[src/rtl/bus_pkg.sv]
// Shared definitions for the bit-serial bus controller.
//   bus_state_t : controller FSM states
//   ADDR_W      : width of the serial address phase
//   BUS_READ / BUS_WRITE : encoding of the transfer direction bit
package bus_pkg;

  typedef enum logic [2:0] {
    IDLE    = 3'd0,
    CAPT    = 3'd1,
    FWD     = 3'd2,
    WAITACK = 3'd3,
    XFER    = 3'd4,
    RLS     = 3'd5
  } bus_state_t;

  localparam int unsigned ADDR_W = 16;

  localparam logic BUS_READ  = 1'b1;
  localparam logic BUS_WRITE = 1'b0;

endpackage

[src/rtl/bus_arbiter_ctrl_rr.sv]
// Combinational round-robin pick.
//   req   : per-requester level request
//   ptr   : index of the last owner; search starts at ptr+1 and wraps
//   grant : one-hot winner (zero when nothing requests)
//   valid : at least one request present
module rr_arbiter #(
  parameter int unsigned N     = 2,
  parameter int unsigned PTR_W = (N > 1) ? $clog2(N) : 1
) (
  input  logic [N-1:0]     req,
  input  logic [PTR_W-1:0] ptr,
  output logic [N-1:0]     grant,
  output logic             valid
);

  logic [PTR_W-1:0] idx;

  always_comb begin
    grant = '0;
    valid = 1'b0;
    idx   = '0;
    for (int unsigned i = 0; i < N; i++) begin
      idx = PTR_W'((32'(ptr) + 1 + i) % N);
      if (!valid && req[idx]) begin
        grant[idx] = 1'b1;
        valid      = 1'b1;
      end
    end
  end

endmodule

[src/rtl/bus_arbiter_ctrl.sv]
// Central controller of the shared bit-serial bus.
//   CLK, RSTN           : clock, asynchronous active-low reset
//   REQ / GNT           : per-master level request, registered one-hot grant
//   MST_VALID/BIT/RW    : serial address/data and direction from the masters
//   MST_RDBIT/ACK/ERR   : read data, forwarded ACK, error pulse to the owner
//   B_UTIL/B_RW         : one-hot slave select and direction to the slaves
//   B_BUS_OUT           : serial bit to the slaves (address replay, then data)
//   B_BUS_IN / B_ACK    : per-slave serial data and acknowledge
module bus_arbiter_ctrl
  import bus_pkg::*;
#(
  parameter int unsigned NUM_MASTERS = 2,
  parameter int unsigned NUM_SLAVES  = 3,
  parameter int unsigned SEL_LSB     = 11,
  parameter int unsigned SEL_W       = 2,
  parameter int unsigned ACK_TIMEOUT = 16
) (
  input  logic                   CLK,
  input  logic                   RSTN,
  input  logic [NUM_MASTERS-1:0] REQ,
  output logic [NUM_MASTERS-1:0] GNT,
  input  logic [NUM_MASTERS-1:0] MST_VALID,
  input  logic [NUM_MASTERS-1:0] MST_BIT,
  input  logic [NUM_MASTERS-1:0] MST_RW,
  output logic                   MST_RDBIT,
  output logic                   MST_ACK,
  output logic                   MST_ERR,
  output logic [NUM_SLAVES-1:0]  B_UTIL,
  output logic                   B_RW,
  output logic                   B_BUS_OUT,
  input  logic [NUM_SLAVES-1:0]  B_BUS_IN,
  input  logic [NUM_SLAVES-1:0]  B_ACK
);

  localparam int unsigned MW      = (NUM_MASTERS > 1) ? $clog2(NUM_MASTERS) : 1;
  localparam int unsigned CNT_MAX = (ADDR_W > ACK_TIMEOUT) ? ADDR_W : ACK_TIMEOUT;
  localparam int unsigned CNT_W   = (CNT_MAX > 1) ? $clog2(CNT_MAX) : 1;

  bus_state_t             state_q, state_d;
  logic [NUM_MASTERS-1:0] gnt_q, gnt_d;
  logic [MW-1:0]          gidx_q, gidx_d;
  logic [MW-1:0]          ptr_q, ptr_d;
  logic                   rw_q, rw_d;
  logic [ADDR_W-1:0]      addr_q, addr_d;
  logic [CNT_W-1:0]       cnt_q, cnt_d;
  logic [SEL_W-1:0]       sel_q, sel_d;
  logic [NUM_SLAVES-1:0]  b_util_q, b_util_d;
  logic                   b_rw_q, b_rw_d;
  logic                   err_q, err_d;
  logic                   ack_first_q, ack_first_d;

  logic [NUM_MASTERS-1:0] win_oh;
  logic                   win_valid;
  logic [MW-1:0]          win_idx;
  logic [ADDR_W-1:0]      addr_shift;
  logic [SEL_W-1:0]       sel_new;
  logic                   req_own;
  logic                   to_rls;
  logic                   timeout_err;

  rr_arbiter #(
    .N     (NUM_MASTERS),
    .PTR_W (MW)
  ) u_rr (
    .req   (REQ),
    .ptr   (ptr_q),
    .grant (win_oh),
    .valid (win_valid)
  );

  always_comb begin
    win_idx = '0;
    for (int unsigned i = 0; i < NUM_MASTERS; i++) begin
      if (win_oh[i]) win_idx = MW'(i);
    end
  end

  assign addr_shift = {addr_q[ADDR_W-2:0], MST_BIT[gidx_q]};
  assign sel_new    = addr_shift[SEL_LSB +: SEL_W];
  assign req_own    = REQ[gidx_q];

  always_comb begin
    state_d     = state_q;
    gnt_d       = gnt_q;
    gidx_d      = gidx_q;
    ptr_d       = ptr_q;
    rw_d        = rw_q;
    addr_d      = addr_q;
    cnt_d       = cnt_q;
    sel_d       = sel_q;
    b_util_d    = b_util_q;
    b_rw_d      = b_rw_q;
    err_d       = 1'b0;
    ack_first_d = 1'b0;
    to_rls      = 1'b0;
    timeout_err = 1'b0;

    unique case (state_q)
      IDLE: begin
        if (win_valid) begin
          gnt_d   = win_oh;
          gidx_d  = win_idx;
          rw_d    = MST_RW[win_idx];
          addr_d  = '0;
          cnt_d   = '0;
          state_d = CAPT;
        end
      end
      CAPT: begin
        if (!req_own) begin
          to_rls = 1'b1;
        end else if (MST_VALID[gidx_q]) begin
          addr_d = addr_shift;
          if (cnt_q == CNT_W'(ADDR_W - 1)) begin
            cnt_d = '0;
            // Decode uses the just-completed address, so check the shifted value.
            if (32'(sel_new) >= NUM_SLAVES) begin
              err_d  = 1'b1;
              to_rls = 1'b1;
            end else begin
              sel_d            = sel_new;
              b_util_d         = '0;
              b_util_d[sel_new] = 1'b1;
              b_rw_d           = rw_q;
              state_d          = FWD;
            end
          end else begin
            cnt_d = cnt_q + 1'b1;
          end
        end
      end
      FWD: begin
        if (!req_own) begin
          to_rls = 1'b1;
        end else begin
          addr_d = {addr_q[ADDR_W-2:0], 1'b0};
          if (cnt_q == CNT_W'(ADDR_W - 1)) begin
            cnt_d   = '0;
            state_d = WAITACK;
          end else begin
            cnt_d = cnt_q + 1'b1;
          end
        end
      end
      WAITACK: begin
        if (!req_own) begin
          to_rls = 1'b1;
        end else if (B_ACK[sel_q]) begin
          ack_first_d = 1'b1;
          state_d     = XFER;
        end else if (cnt_q == CNT_W'(ACK_TIMEOUT - 1)) begin
          // Error is flagged during the final waiting cycle itself.
          timeout_err = 1'b1;
          to_rls      = 1'b1;
        end else begin
          cnt_d = cnt_q + 1'b1;
        end
      end
      XFER: begin
        if (!req_own) to_rls = 1'b1;
      end
      RLS: begin
        ptr_d   = gidx_q;
        state_d = IDLE;
      end
      default: state_d = IDLE;
    endcase

    if (to_rls) begin
      state_d  = RLS;
      gnt_d    = '0;
      b_util_d = '0;
      b_rw_d   = BUS_WRITE;
    end
  end

  always_ff @(posedge CLK or negedge RSTN) begin
    if (!RSTN) begin
      state_q     <= IDLE;
      gnt_q       <= '0;
      gidx_q      <= '0;
      ptr_q       <= MW'(NUM_MASTERS - 1);
      rw_q        <= BUS_WRITE;
      addr_q      <= '0;
      cnt_q       <= '0;
      sel_q       <= '0;
      b_util_q    <= '0;
      b_rw_q      <= BUS_WRITE;
      err_q       <= 1'b0;
      ack_first_q <= 1'b0;
    end else begin
      state_q     <= state_d;
      gnt_q       <= gnt_d;
      gidx_q      <= gidx_d;
      ptr_q       <= ptr_d;
      rw_q        <= rw_d;
      addr_q      <= addr_d;
      cnt_q       <= cnt_d;
      sel_q       <= sel_d;
      b_util_q    <= b_util_d;
      b_rw_q      <= b_rw_d;
      err_q       <= err_d;
      ack_first_q <= ack_first_d;
    end
  end

  assign GNT    = gnt_q;
  assign B_UTIL = b_util_q;
  assign B_RW   = b_rw_q;

  // ack_first_q keeps MST_ACK high on XFER entry even if the slave only pulsed ACK.
  assign MST_ACK   = (state_q == XFER) && (B_ACK[sel_q] || ack_first_q);
  assign MST_RDBIT = (state_q == XFER) && B_BUS_IN[sel_q];
  assign MST_ERR   = err_q || timeout_err;

  always_comb begin
    B_BUS_OUT = 1'b0;
    if (state_q == FWD)  B_BUS_OUT = addr_q[ADDR_W-1];
    if (state_q == XFER) B_BUS_OUT = MST_BIT[gidx_q];
  end

endmodule

[config.mk]
export PLATFORM = sky130hd
export DESIGN_NAME = bus_arbiter_ctrl
export DESIGN_NICKNAME = d
export VERILOG_FILES = /design/src/rtl/bus_pkg.sv /design/src/rtl/bus_arbiter_ctrl_rr.sv /design/src/rtl/bus_arbiter_ctrl.sv
export SDC_FILE = /design/constraint.sdc
export NUM_CORES = 1
export LEC_CHECK = 0
export CORE_MARGIN = 2
export CORE_UTILIZATION = 54
export CTS_CLUSTER_DIAMETER = 40
export DETAILED_ROUTE_END_ITERATION = 12
export PLACE_DENSITY = 0.89
export REMOVE_ABC_BUFFERS = 1
export SLEW_MARGIN = 20
export SYNTH_ARGS = -nofsm -noshare
export SYNTH_HDL_FRONTEND = slang
export SYNTH_SLANG_ARGS = --single-unit
[constraint.sdc]
create_clock -name CLK -period 5.4 [get_ports CLK]
set_input_delay 1.08 -clock CLK [delete_from_list [all_inputs] [get_ports CLK]]
set_output_delay 1.08 -clock CLK [all_outputs]
set_load 0.02 [all_outputs]
* Yosys cells after proc, flatten, opt, wreduce, memory -nomap -nowiden
Cells that the tools add are included.
Storage, ports and cells: register bits 36, output and inout port bits 10, word-level logic and storage cells 162
Cells by class: $add $sub $neg 3, magnitude comparators 10, eq/ne operators 24, muxes and demuxes 85, bitwise operators 2, reductions and logical operators 26
Operators by type and width (number):
- $mux W16 | 4
- $mux W3 | 16
- $pmux W16 S3 | 1
- $mux W1 | 43
- $mux W4 | 8
- $ne A3 B3 Y1 const B | 8
- $ne A2 B2 Y1 const B | 8
- $pmux W4 S4 | 1
- $pmux W3 S5 | 1
- $reduce_and A5 Y1 | 3
- $reduce_bool A2 Y1 | 6
- $mux W2 | 5
- $reduce_and A10 Y1 | 1
- $lt A1 B2 Y1 const B | 4
- $reduce_and A8 Y1 | 1
- $eq A3 B2 Y1 const B | 2
- $eq A3 B3 Y1 const B | 2
- $logic_and A1 B1 Y1 | 6
- $lt A2 B3 Y1 const B | 2
- $add A4 B1 Y4 const B | 1
- $bmux W1 S2 | 2
- $eq A4 B4 Y1 const B | 1
- $reduce_and A2 Y1 | 2
- $reduce_bool A4 Y1 | 1
- 17 further kinds | 21

* Logic depth before layout (Yosys ltp)
depth in word-level cells 11, depth in mapped cells 8, gate-level depth less buffers 6

* By module
Synthesis repeated with hierarchy kept, for this count alone.
Unflattened totals: cell total of the unflattened synthesis 185, area, all modules 1946.9 um2
By module, submodules not included:
- bus_arbiter_ctrl | times used 1, cells an instance 181, area each 1921.8 um2, seq. area each 902.1 um2
- rr_arbiter | times used 1, cells an instance 4, area each 25.0 um2, seq. area each 0.0 um2

* Worst setup path before layout
No wires, ideal clock.
path type input -> output, start input REQ[1], end output MST_ERR, arrival time 1788 ps, setup slack 2532 ps, stages on the path 4, buffers on the path 1, cell sequence buf_2 -> mux2i_4 -> nor3_1 -> a21o_2
Between the ends: cells in the longest elaborated chain, start to end 5
RTL lines:
- start: declaration | line bus_arbiter_ctrl.sv:20 | input logic [NUM_MASTERS-1:0] REQ,
- $mux W1 (implied by the code) (2 in series) | line bus_arbiter_ctrl.sv:80 | assign req_own = REQ[gidx_q];
- $mux W1 | line bus_arbiter_ctrl.sv:146 | if (!req_own) begin
- $mux W1 | line bus_arbiter_ctrl.sv:98 | unique case (state_q)
- $logic_or A1 B1 Y1 | line bus_arbiter_ctrl.sv:214 | assign MST_ERR = err_q || timeout_err;
- end: declaration | line bus_arbiter_ctrl.sv:27 | output logic MST_ERR,
Every way passes these cells. The select of a mux whose other input is x is not followed.

* Worst setup path after layout
Same ends and word-level chain as after synthesis.

==> reports/metrics.cfg <==
[setup_path]
cp_data_required_time_ns=4.32
arrival_ns=2.93
cp-start-kind=primary input
cp_max_fo=10
path_class=in -> out
critPathCaptureType=primary output

[timing]
drv_slew=0
rsz0062_at_grt=false
fin_ws_ns=1.39
clock.fmax_mhz=249
setup-tns-final_ns=0
setup_violations=0
maxSlewHeadroom_pct=62.2
worstMarginPinSlew_ns=0.567
finalClockSkew_ns=0.00709
fin_crit_ns=4.01
finalHoldViolCount=0
fin_crit_sh_pct=74.3

[drt]
wl_um=4130
firstDrtPassIters=4
vias_per_cell=5.77
dr_total_vias=1649
detail-route-antenna-nets=0
drtIter0Drc=124
post_drt_wl_per_cell_um=14.5
drc=0

[place]
place_congestion=0.893
port_buffers=25
dp_hpwl_um=2820
dp_worst_setup_slack_ns=1.42

[power]
swShare_pct=37.5
p_comb_share_pct=36.4
peakVddDrop_v=0.000210
pwr-share-clk_pct=23.8
p_sw_uw=367
internal-power_uw=611
seqPwrFrac_pct=39.8
p_leak_nw=1.07
power_density_mw_per_mm2=416

[global_routing]
track_usage_pct=21.1
grt_pass1_wl_um=6820
antenna_found_initial=0
grt_overflow=0
grt_max_degree=37
grt_pass1_vias=1489

[clocking]
numClockSinks=36
cts_setup_buffers=0
clkLatencyLatePin_ns=0.29
clkTransAtPathRegs_ns=0.07
cts_buffers=5
cts_root_buf=clkbuf_8
cts_resized=0
cts_hold_buffers=0
h-tree-depth=2
cts_tree=built
cts_max_path_buffers=2

[layout]
fillCellCount=310
multi_input_area_um2=988
layout_common_cells=42 x nand2_1, 35 x dfrtp_1, 25 x clkdlybuf4s50_1, 18 x nand3_1, 12 x nor2_1
syn2layout_area_growth_pct=16.7
antenna_cells=0
drive_gt1_share_pct=10.1
fin_nets=254
final_common_cell=nand2_1
regArea_um2=902

[min_path]
worstHoldPathType=reg -> reg

[logic_synthesis]
seq_area_frac_synth_pct=44.8
synthFlopType=dfrtp_1
synth_edf_count=0
synthCells=217
synth-seq-cells=36
synth_area_per_cell_um2=9.28
yosys.area.top_type=dfrtp_1
yosys-top-cells-area=dfrtp_1 44%, nand2_1 7.8%, nand3_1 4.5%, mux2i_1 3.0%, nor3_1 2.7%
synthArstFlopShare_pct=100
ys_warn_count=0
synth_top_cell_area_share_pct=43.5
syn_area_mm2=0.00201
yosysUniqueCellTypes=58

[floorplan]
rows=22
dieArea_mm2=0.00423
dieWidth_um=65.1
fp.dieH_um=65.1
start_util_pct=55.4
core_area_mm2=0.00363
io_pins=26

[outcome]
status=complete, no violations

[flow_run]
maxCapViolCount=0

per-stage QoR:
step | instances | util, % | hold WS, ns | instance area, µm² | total power, mW
detailed placement | 278 | 61.7 | 0.452 | 2240 | 0.745
finish | 286 | 64.7 | 0.470 | 2350 | 0.978
CTS | 286 | 64.7 | 0.470 | 2350 | 0.980
global placement | 278 | 61.7 | 0.447 | 2240 | 0.736
floorplan | 202 | - | 0.438 | 1910 | 0.627
global route | 286 | 64.7 | 0.492 | 2350 | 1.03
power by group through the flow:
stage          Combinational (mW)  Clock, mW  Sequential, mW
2_1_floorplan               0.248          0           0.380
3_3_place_gp                0.347          0           0.389
3_5_place_dp                0.353          0           0.392
4_1_cts                     0.356      0.237           0.387
5_1_grt                     0.391      0.247           0.397
6_report                    0.356      0.233           0.389
cells by family after synthesis:
family          Yosys count  synth area share, %
fa+ha+maj                 2                 1.12
simple gates            110                 27.4
mux                      11                 6.53
flops                    36                 44.8
buf+inv                  20                 6.09
compound gates           38                 14.0
area by class of cell:
type | instances | area share, %
flip-flops and latches | 36 | 38.4
inverters | 5 | 0.799
clock inverters | 2 | 1.49
clock buffers | 6 | 3.09
well taps | 48 | 2.56
multi-input cells | 161 | 42.1
repair buffers | 28 | 11.6
state kept, by name, indices dropped and copies added, names as in the netlist:
signal and flops:
ptr_q 1, cnt_q 4, err_q 1, rw_q 1, addr_q 16, B_RW 1
sel_q 2, gidx_q 1, state_q 3, ack_first_q 1, B_UTIL 3, GNT 2
critical path, stage by stage:
cell             delay [ns]
clkdlybuf4s50_1        0.69
mux2i_4                0.18
nor3_1                 0.22
a21o_2                 0.15
clkdlybuf4s50_1        0.59
synth_stat cells, types with 2 or more instances:
master and count:
nand2_1 42, dfrtp_1 35, nand3_1 18, nor2_1 12
nor3_1 11, clkbuf_1 6, mux2i_1 6, a21oi_1 5
inv_1 5, nand3b_1 5, buf_6 4, o21ai_0 4
a211o_1 3, a31oi_1 3, buf_2 3, nor2b_1 3
nor4_1 3, o22ai_1 3, a21o_1 2, mux2_2 2
nand2b_1 2, nor3b_1 2, or3b_2 2, or4b_1 2
routing by layer:
layer / GRT usage (%) / wire length [µm] / vias to the layer above
met5: 0 / 0 / -
met4: 10.2 / 75 / 0
met3: 4.17 / 189 / 9
met2: 32.3 / 1930 / 50
met1: 28.6 / 1940 / 773
li1: - / - / 817
path summary, 6_finish.rpt:
path                                        start               endpoint  slack, ns  cells past startpoint
max                                        REQ[1]                MST_ERR       1.39                      5
min                         addr_q[3]$_DFFE_PN0P_  addr_q[4]$_DFFE_PN0P_       0.47                      2
max reg2reg                state_q[0]$_DFFE_PN0P_  addr_q[0]$_DFFE_PN0P_       3.15                      5
min reg2reg                 addr_q[3]$_DFFE_PN0P_  addr_q[4]$_DFFE_PN0P_       0.47                      2
max in group asynchronous                    RSTN      ptr_q$_DFFE_PN1N_       3.87                      2
min in group asynchronous                    RSTN   cnt_q[1]$_DFFE_PN0P_       1.19                      2
(Power assumes the default switching activity.)
